## src/rtl/comporta_pkg.sv

```systemverilog
// Shared defaults, seven-segment digit constants and a clog2 helper for the floodgate datapath.
package comporta_pkg;

    localparam int N_POSICOES_DEF  = 8;
    localparam int INTERVALO_DEF   = 50_000_000;
    localparam int PWM_PERIODO_DEF = 1_000_000;
    localparam int PULSO_MIN_DEF   = 50_000;
    localparam int PULSO_PASSO_DEF = 6_250;

    // Active-low gfedcba patterns for hex digits 0-F.
    localparam logic [6:0] SEG7_LUT [16] = '{
        7'b1000000, 7'b1111001, 7'b0100100, 7'b0110000,
        7'b0011001, 7'b0010010, 7'b0000010, 7'b1111000,
        7'b0000000, 7'b0010000, 7'b0001000, 7'b0000011,
        7'b1000110, 7'b0100001, 7'b0000110, 7'b0001110
    };

    function automatic int clog2_min1(input int value);
        int r;
        int v;
        r = 0;
        v = value - 1;
        while (v > 0) begin
            r = r + 1;
            v = v >>> 1;
        end
        if (r == 0) begin
            r = 1;
        end else begin
            r = r;
        end
        return r;
    endfunction

endpackage

```

## src/rtl/servo_pwm.sv

```systemverilog
// Servo PWM: free-running period counter, width latched at each period start, registered compare output.
module servo_pwm
    import comporta_pkg::*;
#(
    parameter int POS_W       = 3,
    parameter int PWM_PERIODO = PWM_PERIODO_DEF,
    parameter int PULSO_MIN   = PULSO_MIN_DEF,
    parameter int PULSO_PASSO = PULSO_PASSO_DEF
) (
    input  logic             clock,
    input  logic             reset,
    input  logic [POS_W-1:0] i_posicao,
    output logic             o_pwm
);

    localparam int CNT_W = clog2_min1(PWM_PERIODO);
    localparam int WID_W = CNT_W + 1;
    localparam logic [CNT_W-1:0] CNT_LAST = CNT_W'(PWM_PERIODO - 1);
    localparam logic [WID_W-1:0] WID_MAX  = WID_W'(PWM_PERIODO - 1);
    localparam logic [WID_W-1:0] WID_RST  = (PULSO_MIN > PWM_PERIODO - 1) ? WID_MAX : WID_W'(PULSO_MIN);

    logic [CNT_W-1:0] r_count;
    logic [WID_W-1:0] r_width;
    logic             r_pwm;
    logic [31:0]      w_width_raw;
    logic [WID_W-1:0] w_width;
    logic [WID_W-1:0] w_cmp_width;

    assign w_width_raw = 32'(PULSO_MIN) + 32'(i_posicao) * 32'(PULSO_PASSO);

    // Clamp the requested width and pick the width that governs the current cycle.
    always_comb begin
        if (w_width_raw > 32'(PWM_PERIODO - 1)) begin
            w_width = WID_MAX;
        end else begin
            w_width = w_width_raw[WID_W-1:0];
        end
        // At count 0 the new width is being latched, so compare against it directly.
        if (r_count == {CNT_W{1'b0}}) begin
            w_cmp_width = w_width;
        end else begin
            w_cmp_width = r_width;
        end
    end

    // Period counter, width latch and registered pwm output.
    always_ff @(posedge clock or posedge reset) begin
        if (reset) begin
            r_count <= {CNT_W{1'b0}};
            r_width <= WID_RST;
            r_pwm   <= 1'b0;
        end else begin
            if (r_count == CNT_LAST) begin
                r_count <= {CNT_W{1'b0}};
            end else begin
                r_count <= r_count + CNT_W'(1);
            end
            if (r_count == {CNT_W{1'b0}}) begin
                r_width <= w_width;
            end else begin
                r_width <= r_width;
            end
            r_pwm <= ({1'b0, r_count} < w_cmp_width);
        end
    end

    assign o_pwm = r_pwm;

endmodule

```

## src/rtl/comporta_fd.sv

```systemverilog
// Floodgate datapath: saturating position counter, interval timer, status flags and servo PWM.
// Optional macro COMPORTA_HEX_EN adds a registered seven-segment position output dbHexPosicao.
module comporta_fd
    import comporta_pkg::*;
#(
    parameter int N_POSICOES  = N_POSICOES_DEF,
    parameter int INTERVALO   = INTERVALO_DEF,
    parameter int PWM_PERIODO = PWM_PERIODO_DEF,
    parameter int PULSO_MIN   = PULSO_MIN_DEF,
    parameter int PULSO_PASSO = PULSO_PASSO_DEF
) (
    input  logic clock,
    input  logic reset,
    input  logic abrirComporta,
    input  logic contaUpdown,
    input  logic zeraUpdown,
    input  logic contaIntervalo,
    input  logic zeraIntervalo,
    output logic inicioPosicao,
    output logic fimPosicao,
    output logic fimContadorIntervalo,
    output logic pwm,
    output logic [clog2_min1(N_POSICOES)-1:0] dbPosicao
`ifdef COMPORTA_HEX_EN
    ,
    output logic [6:0] dbHexPosicao
`endif
);

    localparam int POS_W = clog2_min1(N_POSICOES);
    localparam int ITV_W = clog2_min1(INTERVALO);
    localparam logic [POS_W-1:0] POS_MAX = POS_W'(N_POSICOES - 1);
    localparam logic [ITV_W-1:0] ITV_MAX = ITV_W'(INTERVALO - 1);

    logic [POS_W-1:0] r_pos;
    logic [POS_W-1:0] w_pos_next;
    logic [ITV_W-1:0] r_itv;
    logic [ITV_W-1:0] w_itv_next;

    // Next position (clear beats count, saturating at both ends) and next interval count.
    always_comb begin
        w_pos_next = r_pos;
        if (zeraUpdown) begin
            w_pos_next = {POS_W{1'b0}};
        end else if (contaUpdown && abrirComporta) begin
            if (r_pos != POS_MAX) begin
                w_pos_next = r_pos + POS_W'(1);
            end else begin
                w_pos_next = r_pos;
            end
        end else if (contaUpdown) begin
            if (r_pos != {POS_W{1'b0}}) begin
                w_pos_next = r_pos - POS_W'(1);
            end else begin
                w_pos_next = r_pos;
            end
        end else begin
            w_pos_next = r_pos;
        end

        w_itv_next = r_itv;
        if (zeraIntervalo) begin
            w_itv_next = {ITV_W{1'b0}};
        end else if (contaIntervalo) begin
            if (r_itv == ITV_MAX) begin
                w_itv_next = {ITV_W{1'b0}};
            end else begin
                w_itv_next = r_itv + ITV_W'(1);
            end
        end else begin
            w_itv_next = r_itv;
        end
    end

    // Position and interval registers.
    always_ff @(posedge clock or posedge reset) begin
        if (reset) begin
            r_pos <= {POS_W{1'b0}};
            r_itv <= {ITV_W{1'b0}};
        end else begin
            r_pos <= w_pos_next;
            r_itv <= w_itv_next;
        end
    end

    assign inicioPosicao        = (r_pos == {POS_W{1'b0}});
    assign fimPosicao           = (r_pos == POS_MAX);
    assign fimContadorIntervalo = (r_itv == ITV_MAX);
    assign dbPosicao            = r_pos;

    servo_pwm #(
        .POS_W       (POS_W),
        .PWM_PERIODO (PWM_PERIODO),
        .PULSO_MIN   (PULSO_MIN),
        .PULSO_PASSO (PULSO_PASSO)
    ) u_servo_pwm (
        .clock     (clock),
        .reset     (reset),
        .i_posicao (r_pos),
        .o_pwm     (pwm)
    );

`ifdef COMPORTA_HEX_EN
    logic [6:0] r_hex;
    logic [3:0] w_hex_idx;

    assign w_hex_idx = 4'(w_pos_next);

    // Seven-segment encoding tracks the position register in the same cycle.
    always_ff @(posedge clock or posedge reset) begin
        if (reset) begin
            r_hex <= 7'b1000000;
        end else begin
            r_hex <= SEG7_LUT[w_hex_idx];
        end
    end

    assign dbHexPosicao = r_hex;
`endif

endmodule

```

## config.mk

```make
export PLATFORM = sky130hd
export DESIGN_NAME = comporta_fd
export DESIGN_NICKNAME = d
export VERILOG_FILES = /design/src/rtl/comporta_pkg.sv /design/src/rtl/servo_pwm.sv /design/src/rtl/comporta_fd.sv
export SDC_FILE = /design/constraint.sdc
export NUM_CORES = 1
export LEC_CHECK = 0
export CORE_ASPECT_RATIO = 0.9
export CORE_MARGIN = 4
export CORE_UTILIZATION = 50
export DETAILED_ROUTE_END_ITERATION = 12
export HOLD_SLACK_MARGIN = 0.08
export PLACE_DENSITY = 0.79
export SETUP_SLACK_MARGIN = 0.3
export SYNTH_ARGS = -nofsm -noshare
export SYNTH_HDL_FRONTEND = slang
export SYNTH_HIERARCHICAL = 1
export SYNTH_SLANG_ARGS = --single-unit
export TNS_END_PERCENT = 50
```

## constraint.sdc

```tcl
create_clock -name clock -period 4.38 [get_ports clock]
set_input_delay 0.876 -clock clock [delete_from_list [all_inputs] [get_ports clock]]
set_output_delay 0.876 -clock clock [all_outputs]
set_load 0.01 [all_outputs]
```

==> results.md <==
* # H-tree levels at 3
* Crit Path Class: reg2reg
* Clock buffer depth at 2
* Input/output buffers at 13
* Drt total wl at 8510 um
* Die height at 95.0 um
* Switch share at 26.2%
* Pwr per Cell Area at 323 mW/mm^2
* Ranking of synthesized cells by area: dfrtp_1 (39%), ha_1 (9.5%), xnor2_1 (4.8%)
* Synth cell types at 57
* Slack of the critical path at 0.707 ns
* Yosys reg bits at 71
* Initial antenna violation count at 0
* Number of enable flip-flop cells after synthesis at 0
* Top_reg_cell synth: dfrtp_1
* Vias in the first global route at 3196
* Met3 wire length at 404 um
* Final hold vios at 0
* CP top delay family: compound AO/OA/AOI/OAI gates
* Peak VDD IR at 0.000136 V
* Largest area contributor in the netlist: dfrtp_1
* Nets@finish at 495
* Unrepaired setup endpoints after global routing: false
* Setup crit end kind: flip-flop
* Switch Pwr at 0.395 mW
* Int Pwr at 1.11 mW
* Synthesized Nets at 478
* CP Cell Sequence: inv_1, ha_1, inv_1, ha_1, a41o_1, o21a_1, or2_2, xnor2_1, o21a_1, ha_1, a21oi_1, a21oi_1, a2111oi_0, a21oi_1, o21bai_1
* Async SR Flop Fraction at 100%
* MaxCap Viol Count at 0
* Hold Buf Count CTS at 0
* Mapped Cells at 438
* Clock transition at path regs at 0.07 ns
* M1 WL at 4140 um
* DR pass1 iterations at 4
* Largest stage delay, worst path at 0.61 ns
* Chip width at 105 um
* Crit path max-delay cell type: dfrtp_1
* CTS buffer count at 9
* # diodes at 0
* Min cycle time layout at 3.67 ns
* Top layer in use: met4
* Hpwl dp at 6090 um
* Worst skew pair latency at 0.36 ns
* Seq pwr share at 46.0%
* Pleak at 2.16 nW
* Worst slew pin tran at 1.07 ns
* Ys Warns at 6
* Most common cell after layout, fill and taps aside: dfrtp_1
* Register area share after synthesis at 42.4%
* Commonest non-fill, non-tap cells in the layout: dfrtp_1 (65), nand2_1 (41), inv_1 (35)
* Worst Path Max Fanout at 14
* Starting DRT DRC Count at 161
* Met2 routed WL at 3840 um
* Worst Path Arrival at 3.95 ns
* CTS tree: built
* Combinational Power Share at 15.3%
* DR WL/cell at 15.2 um
* Buffer count from post-CTS setup fixing at 0
* Worst Setup Start Kind: flip-flop
* Routability Congestion at 0.864
* Slew Viols, Final at 0
* Vias/cell at 5.72
* Root Driver: clkbuf_8
* Max_slew headroom at 28.7%
* Routed Antenna Nets at 0
* DP Worst Slack at 0.721 ns
* Critical Path RT at 4.66 ns
* Final setup TNS at 0 ns
* Gr ovfl total at 0
* Vias at 3200
* Clock Power Share at 38.7%
* Core Box Area at 0.00811 sq mm
* Setup violations, final at 0
* Fmax at 0.272 GHz
* PostCTS Resize Cnt at 0
* Area Growth Syn to Fin at 10.9%
* Worst min path class: reg2reg
* Largest net degree at the start of global routing at 43
* Layout cells sized above 1 at 9.57%
* DRC at 0
* First-pass GRT wire length at 14900 um
* Filler cells at 676
* Crit path buffers/inverters at 2
* Final Util at 57.6%
* Sinks on Clock Net at 71
* Syn avg cell area at 9.60 sq um
* Initial Utilization at 51.9%
* Status: finished, final reports clean
* Core Rows at 31
* Final Cycle Share at 83.9%
* Non-filler cells, final at 559
* Cell area after synthesis at 0.00421 sq mm
* Die area at 0.00995 sq mm
* Cell count after placement at 543
* GRT Total Usage at 18.6%
* Ports at 14
* Worst Skew at 0.0127 ns
* Post-synth top area share at 38.7%
[cells by family (layout without fill, tap and decap cells)]
kind of cell	after synthesis	count (layout)	synth area share, %
flops	71	71	42.4
compound gates	73	73	11.8
fa+ha+maj	33	33	9.99
buf+inv	49	71	4.97
xor+xnor	37	37	7.88
mux	6	6	1.55
simple gates	169	169	21.4
[worst register-to-register path, stage by stage (launching register included)]
cell and delay, ns:
dfrtp_1 0.61, inv_1 0.12, ha_1 0.30, inv_1 0.04, ha_1 0.37, a41o_1 0.26
o21a_1 0.18, or2_2 0.31, xnor2_1 0.14, o21a_1 0.17, ha_1 0.30, a21oi_1 0.15
a21oi_1 0.07, a2111oi_0 0.33, a21oi_1 0.12, o21bai_1 0.13
[area by class of cell]
type / instances / area (sq um) / area share (%)
well taps: 99 / 124 / 2.65
clock inverters: 5 / 81.3 / 1.74
flip-flops and latches: 71 / 1780 / 38.2
multi-input cells: 318 / 2220 / 47.6
clock buffers: 11 / 141 / 3.03
inverters: 35 / 131 / 2.82
repair buffers: 20 / 183 / 3.92
[path summary, 6_finish.rpt]
check	from	depth (start not counted)	to	slack (ns)
max	dbPosicao[1]	15	u_servo_pwm/o_pwm	0.71
min	u_servo_pwm/r_width[17]	2	u_servo_pwm/r_width[17]	0.47
max reg2reg	dbPosicao[1]	15	u_servo_pwm/o_pwm	0.71
min reg2reg	u_servo_pwm/r_width[17]	2	u_servo_pwm/r_width[17]	0.47
max in group asynchronous	reset	2	r_itv[14]	2.61
min in group asynchronous	reset	3	u_servo_pwm/r_width[13]	0.99
[state kept, by name, summed over array words and instances, names as in the netlist]
signal / flops
dbPosicao: 3
r_itv: 26
u_servo_pwm/o_pwm: 1
u_servo_pwm/r_count: 20
u_servo_pwm/r_width: 21
[stage by stage]
| stage | cell area [sq um] | power [mW] | hold WS (ns) |
|---|---|---|---|
| finish | 4670 | 1.51 | 0.467 |
| global route | 4670 | 1.58 | 0.506 |
| CTS | 4670 | 1.52 | 0.471 |
| detailed placement | 4440 | 0.935 | 0.455 |
| global placement | 4440 | 0.928 | 0.448 |
| floorplan | 4210 | 0.871 | 0.432 |
[synthesized netlist by cell type (all sizes together) (2+ instances only)]
| cell type | count |
|---|---|
| a21o | 4 |
| inv | 35 |
| xor2 | 14 |
| nor3 | 10 |
| o21ai | 9 |
| dfrtp | 65 |
| o311ai | 2 |
| and3 | 5 |
| clkbuf | 8 |
| or3 | 7 |
| mux2i | 5 |
| a21oi | 28 |
| xnor2 | 23 |
| and4 | 3 |
| o21a | 4 |
| and2 | 6 |
| nor4b | 2 |
| ha | 32 |
| nor2b | 2 |
| o31ai | 10 |
| a21boi | 2 |
| nor4 | 7 |
| nand4 | 9 |
| nand2 | 41 |
| nand3b | 2 |
| dfstp | 6 |
| nor2 | 35 |
| buf | 6 |
| or2 | 4 |
| or4 | 14 |
| nand3 | 20 |
[power by group through the flow]
| stage | Clock [mW] | Sequential [mW] | Combinational (mW) |
|---|---|---|---|
| detailed placement | 0 | 0.706 | 0.230 |
| floorplan | 0 | 0.703 | 0.168 |
| CTS | 0.596 | 0.693 | 0.232 |
| global route | 0.627 | 0.696 | 0.261 |
| finish | 0.583 | 0.693 | 0.231 |
| global placement | 0 | 0.704 | 0.225 |
[metal layers]
| layer | track usage [%] | vias up |
|---|---|---|
| li1 | - | 1576 |
| met1 | 25.3 | 1547 |
| met2 | 29.4 | 64 |
| met3 | 4.94 | 13 |
| met4 | 5.57 | 0 |
| met5 | 0 | - |
No activity file was read; power rests on OpenSTA's default activity.
